<file path="src/rtl/regfile_mp.sv">
// Multi-port register file with a per-register busy scoreboard and write-collision flag; reg 0 reads as zero.
// Optional write-to-read forwarding is enabled by defining REGFILE_MP_BYPASS_EN.
module regfile_mp #(
    parameter int N_BITS = 32,
    parameter int N_REGS = 32,
    parameter int N_RD   = 2,
    parameter int N_WR   = 1,
    localparam int N_IDX = $clog2(N_REGS)
) (
    input  logic                     clk,
    input  logic                     rst,
    input  logic [N_RD*N_IDX-1:0]    rd_idx,
    output logic [N_RD*N_BITS-1:0]   rd_data,
    output logic [N_RD-1:0]          rd_busy,
    input  logic [N_WR-1:0]          wr_en,
    input  logic [N_WR*N_IDX-1:0]    wr_idx,
    input  logic [N_WR*N_BITS-1:0]   wr_data,
    input  logic                     claim_en,
    input  logic [N_IDX-1:0]         claim_idx,
    output logic [N_REGS-1:0]        busy_vec,
    output logic                     wr_conflict
);

    logic [N_BITS-1:0] regs_q [N_REGS];
    logic [N_BITS-1:0] regs_d [N_REGS];
    logic [N_REGS-1:0] busy_q;
    logic [N_REGS-1:0] busy_d;
    logic              conflict_q;
    logic              conflict_d;

    // Next-state: writes (highest port wins), scoreboard clear-then-set, collision detect
    always_comb begin
        regs_d     = regs_q;
        busy_d     = busy_q;
        conflict_d = 1'b0;
        // Index 0 is skipped so it stays zero and never turns busy
        for (int i = 1; i < N_REGS; i++) begin
            for (int w = 0; w < N_WR; w++) begin
                regs_d[i] = (wr_en[w] && (wr_idx[w*N_IDX +: N_IDX] == N_IDX'(i)))
                            ? wr_data[w*N_BITS +: N_BITS] : regs_d[i];
                busy_d[i] = busy_d[i] &
                            ~(wr_en[w] && (wr_idx[w*N_IDX +: N_IDX] == N_IDX'(i)));
            end
            busy_d[i] = busy_d[i] | (claim_en && (claim_idx == N_IDX'(i)));
        end
        for (int a = 0; a < N_WR; a++) begin
            for (int b = a + 1; b < N_WR; b++) begin
                conflict_d = conflict_d |
                    (wr_en[a] && wr_en[b] &&
                     (wr_idx[a*N_IDX +: N_IDX] == wr_idx[b*N_IDX +: N_IDX]) &&
                     (wr_idx[a*N_IDX +: N_IDX] != {N_IDX{1'b0}}));
            end
        end
    end

    // State registers with synchronous reset
    always_ff @(posedge clk) begin
        if (rst) begin
            regs_q     <= '{default: '0};
            busy_q     <= {N_REGS{1'b0}};
            conflict_q <= 1'b0;
        end else begin
            regs_q     <= regs_d;
            busy_q     <= busy_d;
            conflict_q <= conflict_d;
        end
    end

    // Combinational read ports, optionally forwarding same-cycle write data
    always_comb begin
        rd_data = {(N_RD*N_BITS){1'b0}};
        rd_busy = {N_RD{1'b0}};
        for (int p = 0; p < N_RD; p++) begin
            rd_data[p*N_BITS +: N_BITS] = regs_q[rd_idx[p*N_IDX +: N_IDX]];
            rd_busy[p]                  = busy_q[rd_idx[p*N_IDX +: N_IDX]];
`ifdef REGFILE_MP_BYPASS_EN
            for (int w = 0; w < N_WR; w++) begin
                rd_data[p*N_BITS +: N_BITS] =
                    (wr_en[w] && (wr_idx[w*N_IDX +: N_IDX] == rd_idx[p*N_IDX +: N_IDX]) &&
                     (rd_idx[p*N_IDX +: N_IDX] != {N_IDX{1'b0}}))
                    ? wr_data[w*N_BITS +: N_BITS] : rd_data[p*N_BITS +: N_BITS];
                rd_busy[p] = rd_busy[p] &
                    ~(wr_en[w] && (wr_idx[w*N_IDX +: N_IDX] == rd_idx[p*N_IDX +: N_IDX]) &&
                      (rd_idx[p*N_IDX +: N_IDX] != {N_IDX{1'b0}}));
            end
`endif
        end
    end

    assign busy_vec    = busy_q;
    assign wr_conflict = conflict_q;

endmodule
</file>
<file path="config.mk">
export PLATFORM = sky130hd
export DESIGN_NAME = regfile_mp
export DESIGN_NICKNAME = d
export VERILOG_FILES = /design/src/rtl/regfile_mp.sv
export SDC_FILE = /design/constraint.sdc
export NUM_CORES = 2
export LEC_CHECK = 0
export ABC_AREA = 1
export ABC_CLOCK_PERIOD_IN_PS = 2100
export CAP_MARGIN = 20
export CORE_UTILIZATION = 25
export DETAILED_ROUTE_END_ITERATION = 10
export HOLD_SLACK_MARGIN = 0.02
export MAX_ROUTING_LAYER = met4
export PLACE_DENSITY_LB_ADDON = 0.15
export RECOVER_POWER = 50
export REMOVE_ABC_BUFFERS = 1
export SYNTH_ARGS = -nofsm -noshare
export SYNTH_HDL_FRONTEND = slang
export SYNTH_SLANG_ARGS = --single-unit
</file>
<file path="constraint.sdc">
create_clock -name clk -period 2.1 [get_ports clk]
set_clock_uncertainty 0.15 [all_clocks]
set_input_delay 0.42 -clock clk [delete_from_list [all_inputs] [get_ports clk]]
set_output_delay 0.42 -clock clk [all_outputs]
set_load 0.01 [all_outputs]
</file>
==> metrics.md <==
| Metric | Value |
|---|---|
| Status | finished with violations |
| Violations in the final reports | setup timing |
| Worst Tran Pin Value | 791.1 ps |
| Mapped Avg Cell Area | about 6.2 µm² |
| CTS H-tree lvls | 4 |
| Data required, critical path | approximately 1500 ps |
| Global-route wire length before repair | 450700 µm |
| Path class of the lowest-slack min-delay path | in -> reg |
| List of most frequent post-synthesis cells | sky130_fd_sc_hd__nand2_1 (2528), sky130_fd_sc_hd__nand3_1 (1815), sky130_fd_sc_hd__dfxtp_1 (1023) |
| Clock root buffer | sky130_fd_sc_hd__clkbuf_16 |
| Number of synthesized register bits | about 1000 |
| Remaining global-route overflow | 0 |
| Final hold vios | 0 |
| Worst Hold Depth | 4 |
| Antenna violations before repair | 9 |
| Post-route total power | between 0.05 and 0.06 W |
| Synth warn | 0 |
| RSZ-0062 raised after global routing | true |
| Drt pass-1 iters | 6 |
| Die extent in x | between 400 and 500 µm |
| Most instantiated library cell after synthesis | sky130_fd_sc_hd__nand2_1 |
| Count of flip-flops with a built-in enable after synthesis | 0 |
| Final #Nets | about 9600 |
| Primary flip-flop cell chosen by synthesis mapping | sky130_fd_sc_hd__dfxtp_1 |
| Kind of launch point of the worst setup path | input port |
| Worst Reg-to-Reg Cells | 4 |
| Area Overhead vs Synth | 38.69% |
| Element type at the critical path end | output pin |
| Areal power density over the cells | roughly 670 nW/µm² |
| Inserted Clock Buffers | 134 |
| Data arrival time at the worst-slack endpoint | ~2000 ps |
| Number of buffers added on ports | ~150 |
| Number of instances in the synthesized netlist | a little over 9000 |
| Initial cell density of the core | 25.23% |
| Number of DRC violations after detailed routing | 0 |
| Core box area | roughly 230000 µm² |
| Part of the cycle the worst path needs | 123.5% |
| Via density per instance | 5.352 |
| Maximum fanout count along the critical path | 11 |
| Worst setup path class | in -> out |
| Clock insertion delay at the later pin of the skew report | 830 ps |
| Antenna-violating nets left | 0 |
| Bufs on Longest Clock Path | 3 |
| Setup-violating endpoint count in the final report | between 500 and 600 |
| Largest voltage drop on the vdd net | between 600 and 700 µV |
| Average routed wire per standard cell | ~25 µm |
| Die footprint | 231900 µm² |
| Number of top-level pins | 155 |
| Post-synthesis instance area | 57500 µm² |
| Number of core rows | about 180 |
| Violation count after the first detailed-routing iteration | 7499 |
| Min Clock Period, post-route | 2593 ps |
| Layout cell share with drive strength beyond 1 | 23.93% |
| Number of distinct library cell variants in the gate-level netlist after synthesis | 19 |
| Proportion of synthesized flip-flops having asynchronous set or reset | 0% |
| Area share of the largest cell type after synthesis | 35.62% |
| Die span in y | 481.6 µm |
| Worst slew slack as a fraction of its limit | between 40% and 50% |
| GPL Wtd Cong | 0.8753 |
| Top area cells in the synthesized netlist | sky130_fd_sc_hd__dfxtp_1 (36%), sky130_fd_sc_hd__nand2_1 (17%), sky130_fd_sc_hd__nand3_1 (16%) |
| Detailed Route WL | between 300000 and 400000 µm |
| CTS tree | built |
| MaxCap Viol Count | 0 |
| Highest attainable clock frequency | a little under 0.4 GHz |
| Leakage power of the design | 32.08 nW |
| GRT Util Overall | 26.97% |
| Worst Setup Slack, final | -492.9 ps |
| HPWL after DPL | ~190000 µm |
| Number of filler instances in the final layout | 24090 |
| Number of clock sinks | around 1000 |
| Via count of the first global-routing pass | between 60000 and 70000 |
| Clock-pin slew on the worst setup and hold paths | roughly 70 ps |
| Total via count in the routed design | 67560 |
| Post-Route Utilization | approximately a third |
| Largest area contributor in the netlist | sky130_fd_sc_hd__dfxtp_1 |
| Sequential element share of the synthesized area | a little over a third |
| Pin count of the biggest net entering global routing | around 90 |
| Final Slew Violations | 0 |
worst max-delay path: stages:
cell and delay [ps]:
sky130_fd_sc_hd__buf_16 130, sky130_fd_sc_hd__inv_12 50, sky130_fd_sc_hd__buf_4 130, sky130_fd_sc_hd__nor2_4 150, sky130_fd_sc_hd__buf_8 190, sky130_fd_sc_hd__buf_12 170
sky130_fd_sc_hd__buf_12 140, sky130_fd_sc_hd__nand2_1 50, sky130_fd_sc_hd__nand3_1 120, sky130_fd_sc_hd__nand3_2 110, sky130_fd_sc_hd__nand3_2 100, sky130_fd_sc_hd__nand2_2 90
sky130_fd_sc_hd__buf_6 130
final timing paths:
path / start / endpoint / slack [ps]
worst max-delay path: rd_idx[0] / rd_data[10] / -490
worst min-delay path: claim_idx[1] / busy_vec[16] / 210
worst max register to register: regs_q[597] / regs_q[597] / 1050
worst min register to register: regs_q[724] / regs_q[724] / 310
where the power goes:
group	internal, W	switching (W)	leakage [nW]
clock network	0.0140	0.0101	2.23
logic	0.00372	0.00619	21.5
registers	0.0196	0.0000967	8.37
what timing repair did:
item,in CTS,in global routing
gates resized for setup,1078,621
hold buffers,1,0
cloned,40,20
pin swaps,287,275
endpoints found under the hold margin,18,0
buffers inserted,54,28
setup endpoints to repair,97,75
layout by cell type, fill, tap and decap left out, drive strengths merged, types with 7 or more instances in the layout:
cell type         n
bufbuf           18
clkinv           29
dfxtp          1023
dlymetal6s2s      7
inv             630
nand3          1815
a211oi          576
clkdlybuf4s50    43
clkbuf          244
nor2            866
buf             950
a21oi           711
nand4           160
nand2          2528
metrics by stage:
stage | hold slack, ps | instances | setup TNS [ps] | instance area, µm² | setup slack [ps]
2_1_floorplan | 298.0 | 8311 | -4563530 | 53590 | -7741
3_3_place_gp | 310.8 | 12250 | -403950 | 69210 | -1023
3_5_place_dp | 316.9 | 12250 | -412540 | 69210 | -986.1
4_1_cts | 169.9 | 12580 | -27690 | 77600 | -459.2
5_1_grt | 238.3 | 12630 | -87530 | 79750 | -560.1
6_report | 212.3 | 12630 | -53300 | 79750 | -492.9
layer usage:
metal	wire length, µm	GRT usage [%]
met1	140500	36.08
met2	140900	41.14
met3	24410	3.676
met4	12710	9.733
met5	0	-
cell families after synthesis:
family	synth area share, %
buffers and inverters	10.90
other	0.006522
AND/OR/NAND/NOR	39.77
AO/OA/AOI/OAI	13.71
flip-flops	35.62
cell type report:
class,count,area (µm²),share of cell area [%]
multi-input cells,6661,33980,42.61
flip-flops and latches,1023,20770,26.04
clock inverters,39,473.0,0.5931
clock buffers,199,4041,5.068
inverters,627,2439,3.058
repair buffers,1065,14280,17.90
well taps,3009,3765,4.721
diodes,2,5.005,0.006276
registers in the layout, indices dropped and copies added (netlist names):
| signal | flops |
|---|---|
| busy_vec | 31 |
| regs_q | 992 |
(Power assumes the default switching activity.)
